==> src/rtl/psr_cond_unit.sv <==
// CR16 PSR flag register with masked ALU update, LPR/SPR access and condition evaluation.
// Optional macro PSR_COND_BYPASS_EN: same-cycle flag writes feed the condition evaluator.
module psr_cond_unit #(
    parameter int P_WIDTH = 16
) (
    input  logic               I_CLK,
    input  logic               I_RESET,
    input  logic [4:0]         I_STATUS,
    input  logic               I_STATUS_WE,
    input  logic [4:0]         I_STATUS_MASK,
    input  logic               I_PSR_WR_EN,
    input  logic [P_WIDTH-1:0] I_PSR_WR_DATA,
    output logic [P_WIDTH-1:0] O_PSR,
    input  logic               I_COND_VALID,
    input  logic [3:0]         I_COND,
    output logic               O_COND_VALID,
    output logic               O_COND_TAKEN
);

    localparam int FC = 0;
    localparam int FL = 1;
    localparam int FF = 2;
    localparam int FZ = 3;
    localparam int FN = 4;

    logic [4:0] flags_q;
    logic [4:0] flags_d;
    logic [4:0] flags_eval;
    logic       valid_q;
    logic       valid_d;
    logic       taken_q;
    logic       taken_d;
    logic       cond_true;

    // LPR overrides any ALU status update in the same cycle
    always_comb begin
        flags_d = flags_q;
        if (I_PSR_WR_EN) begin
            flags_d = I_PSR_WR_DATA[4:0];
        end else if (I_STATUS_WE) begin
            flags_d = (I_STATUS & I_STATUS_MASK) | (flags_q & ~I_STATUS_MASK);
        end
    end

`ifdef PSR_COND_BYPASS_EN
    assign flags_eval = flags_d;
`else
    assign flags_eval = flags_q;
`endif

    always_comb begin
        cond_true = 1'b0;
        unique case (I_COND)
            4'h0: cond_true = flags_eval[FZ];
            4'h1: cond_true = ~flags_eval[FZ];
            4'h2: cond_true = flags_eval[FC];
            4'h3: cond_true = ~flags_eval[FC];
            4'h4: cond_true = flags_eval[FL];
            4'h5: cond_true = ~flags_eval[FL];
            4'h6: cond_true = flags_eval[FN];
            4'h7: cond_true = ~flags_eval[FN];
            4'h8: cond_true = flags_eval[FF];
            4'h9: cond_true = ~flags_eval[FF];
            4'hA: cond_true = ~flags_eval[FL] & ~flags_eval[FZ];
            4'hB: cond_true = flags_eval[FL] | flags_eval[FZ];
            4'hC: cond_true = ~flags_eval[FN] & ~flags_eval[FZ];
            4'hD: cond_true = flags_eval[FN] | flags_eval[FZ];
            4'hE: cond_true = 1'b1;
            4'hF: cond_true = 1'b0;
            default: cond_true = 1'b0;
        endcase
    end

    always_comb begin
        valid_d = I_COND_VALID;
        taken_d = I_COND_VALID & cond_true;
    end

    always_ff @(posedge I_CLK) begin
        if (I_RESET) begin
            flags_q <= 5'b0;
            valid_q <= 1'b0;
            taken_q <= 1'b0;
        end else begin
            flags_q <= flags_d;
            valid_q <= valid_d;
            taken_q <= taken_d;
        end
    end

    assign O_PSR        = {{(P_WIDTH-5){1'b0}}, flags_q};
    assign O_COND_VALID = valid_q;
    assign O_COND_TAKEN = taken_q;

endmodule
==> config.mk <==
export PLATFORM = sky130hd
export DESIGN_NAME = psr_cond_unit
export DESIGN_NICKNAME = d
export VERILOG_FILES = /design/src/rtl/psr_cond_unit.sv
export SDC_FILE = /design/constraint.sdc
export NUM_CORES = 1
export LEC_CHECK = 0
export ABC_AREA = 1
export CORE_UTILIZATION = 30
export DETAILED_ROUTE_END_ITERATION = 6
export HOLD_SLACK_MARGIN = 0.05
export PLACE_DENSITY = 0.86
export SLEW_MARGIN = 10
export SYNTH_ARGS = -nofsm -noshare
export SYNTH_HDL_FRONTEND = slang
export SYNTH_SLANG_ARGS = --single-unit
==> constraint.sdc <==
create_clock -name I_CLK -period 1 [get_ports I_CLK]
set_input_delay 0.1 -clock I_CLK [delete_from_list [all_inputs] [get_ports I_CLK]]
set_output_delay 0.1 -clock I_CLK [all_outputs]
set_load 0.1 [all_outputs]
==> results of run 1 <==
final timing paths:
path                from      endpoint  slack [ns]  cells after the start
max reg2reg         flop  O_COND_TAKEN        0.02                      7
max          I_PSR_WR_EN          flop      -0.007                      4
min            I_COND[2]  O_COND_TAKEN        0.34                      6
min reg2reg         flop          flop        0.62                      4
report_power, final:
group	switching [W]	internal [W]	total, W
sequential	0.0000277	0.000298	0.000326
combinational	0.000447	0.000214	0.000662
clock	0.0000978	0.000152	0.000250
total	0.000573	0.000664	0.00124
final cells by class:
| cell class | count | area [um2] |
|---|---|---|
| Sequential cell | 7 | 160.2 |
| Fill cell | 163 | 747.0 |
| Multi-Input combinational cell | 72 | 329.1 |
| Clock buffer | 4 | 26.28 |
| Timing Repair Buffer | 32 | 396.6 |
| Inverter | 16 | 68.82 |
| Tap cell | 25 | 31.28 |
| Timing Repair inverter | 1 | 5.005 |
critical path, cell delays in order:
cell	delay, ns
clkdlybuf4s50_1	0.55
clkinvlp_2	0.23
o211ai_1	0.22
inv_1	0.05
timing repair:
item	4_1_cts	5_1_grt
pin swaps	0	5
cloned	0	1
setup buffers	0	2
setup endpoints to repair	2	4
gates resized for setup	3	6
through the flow:
step,instances,worst slack [ns]
after detailed placement,150,-0.3547
after global routing,157,-0.05280
after global placement,150,-0.2889
final,157,-0.006621
after CTS,154,0.03752
after floorplan,108,-0.07056
layout by cell type, fill, tap and decap left out:
master and n:
nand2_1 29, clkdlybuf4s50_1 19, nand3_1 17, conb_1 11
buf_12 8, inv_1 7, inv_2 6, nor2_1 5
o211ai_1 5, dfxtp_4 5, nand2_2 3, clkbuf_4 3
dlygate4sd2_1 3, inv_4 2, dfxtp_1 1, dfxtp_2 1
nand3_2 1, a21oi_2 1, clkinvlp_4 1, clkbuf_1 1
clkinvlp_2 1, dlymetal6s2s_1 1, buf_4 1
cells by family (layout without fill, tap and decap cells):
group | after synthesis | count (layout) | share of synthesized area
flip-flops | 7 | 7 | 0.2414
AO/OA/AOI/OAI | 6 | 6 | 0.07975
other | 1 | 11 | 0.006459
buffers and inverters | 29 | 53 | 0.2737
AND/OR/NAND/NOR | 55 | 55 | 0.3987
metal layers:
layer / track usage / share of wire / vias up
li1: - / - / 353
met1: 0.1466 / 0.35 / 293
met2: 0.2958 / 0.57 / 33
met3: 0.02778 / 0.055 / 6
met4: 0.07059 / 0.025 / 0
met5: 0 / 0 / -
==> impl_summary.md, run 1 <==
Global routing
The overall overflow remaining after global route is 0. Entering global routing, the biggest net connects 11 pins. The number of global-route vias before repair is 610. The initial antenna violation count came to 0.

The first-pass GRT wire length is 2.304 mm. In the global route stage, overall resource usage came out at 0.1506.

Synth
Synthesis inferred 7 register bits. After synthesis, the netlist uses 14 different library cells. Of the post-synthesis cell area, the dominant cell type holds 0.2414.

By area the synthesized netlist is led by dfxtp_1, nand2_1, nand3_1. Of all flip-flops after synthesis, the portion carrying an async set or reset was 0. The number of flops mapped to enable cells by yosys is 0. For this run, the number of Yosys warnings is 0. After synthesis, the most frequently instantiated cells are nand2_1, nand3_1, inv_1, buf_4, dfxtp_1. The post-synthesis average cell area is 5.924 um2.

The mapped cell area is 580.6 um2. The top cell type by total area after synthesis is dfxtp_1. In the synthesized netlist the dominant register cell turns out to be dfxtp_1. The number of cells produced by synthesis is 98.

The sequential-to-total area share from yosys stat is 0.2414. The most common cell in the synthesized netlist is nand2_1.

Layout
The number of antenna diodes in the final layout is 0. From synthesis to final layout, the design area changed by 75.22%. Measured on the finished design, the core utilization comes to 0.5766. The final layout contains 168 nets. After routing the design area is 0.001017 mm2. The share of final-layout standard cells stronger than drive strength 1 is 0.2500.

Pwr
For this design the static power due to leakage is 0.4996 nW. IR analysis of the VDD net gives a maximum drop of 0.0007977 V. The total power divided by cell area is 1216 mW/mm2. The total power consumption of the routed design is 0.001237 W.

Timing
Setup repair after global routing could not meet its margin everywhere. Setup slack on the critical path of the routed design comes to -0.006621 ns. The setup TNS is -0.006621 ns.

The clock period minus worst slack is 1.007 ns. The final period utilization is 1.007. The setup-violating endpoint count in the final report is 1. The number of slew-limit violations in the final report is 0. The fmax is 0.9934 GHz. Across all hold checks on the routed design, the worst slack comes to 0.3430 ns. The maximum clock skew at final layout is 0.0002477 ns. The hold violation total from the final report was 0.

Placed design
The placed instances occupy a cell area of 950.9 um2. The sum of net half-perimeters after detailed placement is 1.244 mm. The quantity of I/O buffers inserted on ports is 30. The weighted congestion reported at the end of routability-driven placement is 0.7784.

Routing
The final route contains 685 vias. The count of antenna-violating nets left after detailed routing is 0. The final routed wire length divided by cell count is 9.783 um. The average vias per placed instance is 4.363. The routed wire length is 1.536 mm.

The number of optimization iterations in the first detailed-route pass is 4. The residual DRC count is 0. After the first detailed-routing iteration, the DRC count stood at 2.

Hold path
The worst hold path belongs to the class in2reg.

Critical path
The worst setup path is captured at a flop. The startpoint type of the worst setup path is an input pin. Of all nets on the critical path, the largest fanout is 5. The signal arrival time at the worst endpoint is 1.14 ns. The setup path with the least slack is of type in2reg. Data on the critical path is required at its endpoint by 1.14 ns.

Clocking
The TritonCTS sink count is 7. At the later pin of the worst-skew pair, clock insertion delay measures 0.25 ns. The TritonCTS clock tree is done. In this run, CTS created clock tree buffers numbering 3. In this run the clock root is driven by a clkbuf_4. The clock slew at the register clock pins of the worst setup and hold paths is 0.05 ns. The longest clock path from root to sink contains 2 buffers. The H-tree depth is 1. The count of hold buffers inserted by post-cts repair is 0.

Die
The initial standard-cell utilization of the core is 0.3291. The area enclosed by the die boundary is 0.002115 mm2. In this run the standard cell core region covers 0.001764 mm2. The initialized floorplan defines 15 standard-cell rows. The die is 45.99 um wide. The floorplan step set the die height to 45.99 um.

The number of placed I/O pins is 53.

Flow run
The count of max-cap constraint violations is 0.

Outcome
The run finished, with violations left. The final reports fail on negative setup slack.
Note: power is estimated with default switching activity, not from simulation.
==> run 2, diff against run 1 <==
==> constraint.sdc (replaced) <==
create_clock -name I_CLK -period 1.1 [get_ports I_CLK]
set_input_delay 0.11 -clock I_CLK [delete_from_list [all_inputs] [get_ports I_CLK]]
set_output_delay 0.11 -clock I_CLK [all_outputs]
set_load 0.1 [all_outputs]
==> impl_summary.md, run 2 (synthesis results as in run 1) <==
Pwr
The clock share of power came to 0.219 (+0.017). The leakage power of the design came to 0.4863 nW (-2.7%). The switching part of the total power is 0.4693 (+0.006311). The maximum VDD drop came to 0.0005651 V (-29%). The total power divided by cell area is 1146 mW/mm2 (-5.7%). The combinational share of power is 0.518 (-0.017). The internal power summed over all cells is 0.0005937 W (-11%).

The part of the power in registers is 0.262 (about the same). The reported net switching power was 0.0005249 W (-8.3%).

Layout
The share of final-layout standard cells stronger than drive strength 1 is 0.1692 (-0.08077). The area growth from synthesis to layout is 68.10%. The post-layout net count is 166 (-1.2%). The library cell used most frequently in the layout, excluding fill and tap cells, is nand2_1. The final instance area came to 975.9 um2 (-4.1%). The number of fill cells is 181 (+11%). Leaving out fill and tap cells, the most frequent cells in the layout are nand2_1, clkdlybuf4s50_1, nand3_1, inv_1, conb_1. The count of inserted antenna diode cells came to 0 (unchanged).

Hold path
The depth of the worst hold-timing path is 3 (-3). The class of the tightest hold or removal check is in2reg. For hold timing, the worst endpoint is O_COND_VALID. In this run the most critical hold path is launched from I_COND_VALID.

Global routing
The overall global routing resource usage is 0.1511 (+0.0004894). The number of global-route vias before repair is 630 (+3.3%). The overall overflow remaining after global route is 0 (unchanged). The first-pass GRT wire length came to 2.256 mm (-2.1%). The initial antenna violation count is 0 (unchanged). The maximum number of pins on one net before global-route repair came to 11 (unchanged).

Timing
The clock period minus worst slack is 1.024 ns. For this run, the top clock speed supported by timing is 0.9768 GHz. Setup repair after global routing left no endpoint under its margin. The maximum clock skew at final layout was 0.001691 ns (+0.001443 ns). The number of slew-limit violations in the final report was 0 (unchanged).

The hold violation total from the final report is 0 (unchanged). The final period utilization is 0.9307. The setup-violating endpoint count in the final report was 0 (-1).

The worst hold margin is 0.4024 ns (+0.05940 ns).

Die
The initial standard-cell utilization of the core came to 0.3291 (unchanged). The area of the placeable core is 0.001764 mm2 (unchanged). The area enclosed by the die boundary was 0.002115 mm2 (unchanged). The width of the die is 45.99 um (unchanged).

The count of standard-cell rows is 15 (unchanged). The vertical die dimension is 45.99 um (unchanged). The number of placed I/O pins came to 53 (unchanged).

Placed design
The weighted congestion reported at the end of routability-driven placement is 0.6954 (-11%). The sum of net half-perimeters after detailed placement is 1.264 mm (+1.6%). The quantity of I/O buffers inserted on ports came to 30 (unchanged). The area after detailed placement was 947.2 um2 (-0.39%).

Clocking
The number of buffers added by the clock tree synthesis step is 3 (unchanged). The later-pin clock latency in the skew report is 0.26 ns (about the same). The number of post-CTS setup repair buffers came to 0 (unchanged). The TritonCTS clock tree is done.

The number of buffers on the longest clock path is 2 (unchanged). The TritonCTS sink count is 7 (unchanged). The cell sitting at the root of the clock tree is a clkbuf_4. The count of hold buffers inserted by post-cts repair is 0 (unchanged). The number of cells upsized or downsized after cts is 0 (-3). The H-tree depth is 1 (unchanged).

The clock slew at the register clock pins of the worst setup and hold paths is 0.05 ns (about the same).

Critical path
The signal arrival time at the worst endpoint is 1.22 ns (+0.08 ns). The highest-delay cell along the critical path is clkdlybuf4s50_1. The signal on the critical path passes through clkdlybuf4s50_1 > inv_2 > nand3_1 > nand2_1 > nand2_1 > nand2_1 > nand2_1 > inv_1 > a21oi_2. The peak fanout along the critical path is 5 (unchanged). The required time of the critical path is 1.30 ns (+0.16 ns).

In this run the critical register-to-register path is captured at O_COND_TAKEN. STA classifies the critical path startpoint as an input pin. STA classifies the critical path endpoint as a flop. The setup slack on the worst flop-to-flop path is 0.10 ns (+0.08 ns). The largest stage delay on the critical path was 0.57 ns (+0.02 ns). The worst setup path is of the in2reg kind. The count of cells along the worst register-to-register path is 7 (unchanged). In this design, the critical path's most frequently occurring cell is nand2_1.

Routing
The residual DRC count is 0 (unchanged). The average vias per placed instance is 4.477 (+2.6%). The routed wire length is 1.497 mm (-2.5%). The final routed wire length divided by cell count is 9.658 um (-1.3%). The count of antenna-violating nets left after detailed routing is 0 (unchanged). The count of routing violations after the opening detailed-route iteration is 9 (+7).

The number of optimization iterations in the first detailed-route pass is 4 (unchanged). The via count was 694 (+1.3%).

Outcome
The run finished with clean final reports.

Flow run
The count of max-cap constraint violations came to 0 (unchanged).
run 2: power groups by stage:
stage          Sequential [W]  Clock, W  Combinational, W
2_1_floorplan        0.000416         0          0.000301
3_3_place_gp         0.000299         0          0.000570
3_5_place_dp         0.000299         0          0.000580
4_1_cts              0.000294  0.000252          0.000581
5_1_grt              0.000295  0.000258          0.000609
6_report             0.000294  0.000245          0.000580
run 2: how the worst max path moves through the flow:
stage | from | endpoint | slack (ns) | cells past startpoint
6_report | I_COND[0] | O_COND_TAKEN | 0.08 | 9
3_3_place_gp | I_COND[1] | O_COND_TAKEN | -0.17 | 9
4_1_cts | I_COND[1] | O_COND_TAKEN | 0.02 | 9
2_1_floorplan | flop | O_COND_TAKEN | 0.002 | 8
5_1_grt | I_COND[0] | O_COND_TAKEN | 0.01 | 9
3_5_place_dp | I_COND[1] | O_COND_TAKEN | -0.25 | 9
run 2: critical path, delay by kind of cell:
kind / cells / cell delay [ns]
simple gates: 5 / 0.28
compound gates: 1 / 0.12
buf+inv: 3 / 0.70
run 2: through the flow:
stage / std cells / TNS [ns] / worst slack [ns] / util / total power, W
after floorplan: 108 / 0 / 0.002178 / - / 0.0007176
after global placement: 151 / -0.5696 / -0.1726 / 0.5369 / 0.0008684
after detailed placement: 151 / -0.8667 / -0.2461 / 0.5369 / 0.0008792
after CTS: 155 / 0 / 0.01970 / 0.5518 / 0.001127
after global routing: 155 / 0 / 0.01480 / 0.5532 / 0.001162
final: 155 / 0 / 0.07628 / 0.5532 / 0.001119
run 2: metal layers:
layer / GRT usage / vias to the layer above / wire length, um
met4: 0.1176 / 0 / 40
met1: 0.1480 / 313 / 553
met5: 0 / - / 0
li1: - / 348 / -
met2: 0.2761 / 28 / 814
met3: 0.02381 / 5 / 89
run 2: area by class of cell:
cell class | count | area, um2 | area share
repair buffers | 31 | 380.4 | 0.3897
multi-input cells | 72 | 319.1 | 0.3269
well taps | 25 | 31.28 | 0.03205
flip-flops and latches | 7 | 158.9 | 0.1628
inverters | 16 | 60.06 | 0.06154
clock buffers | 4 | 26.28 | 0.02692
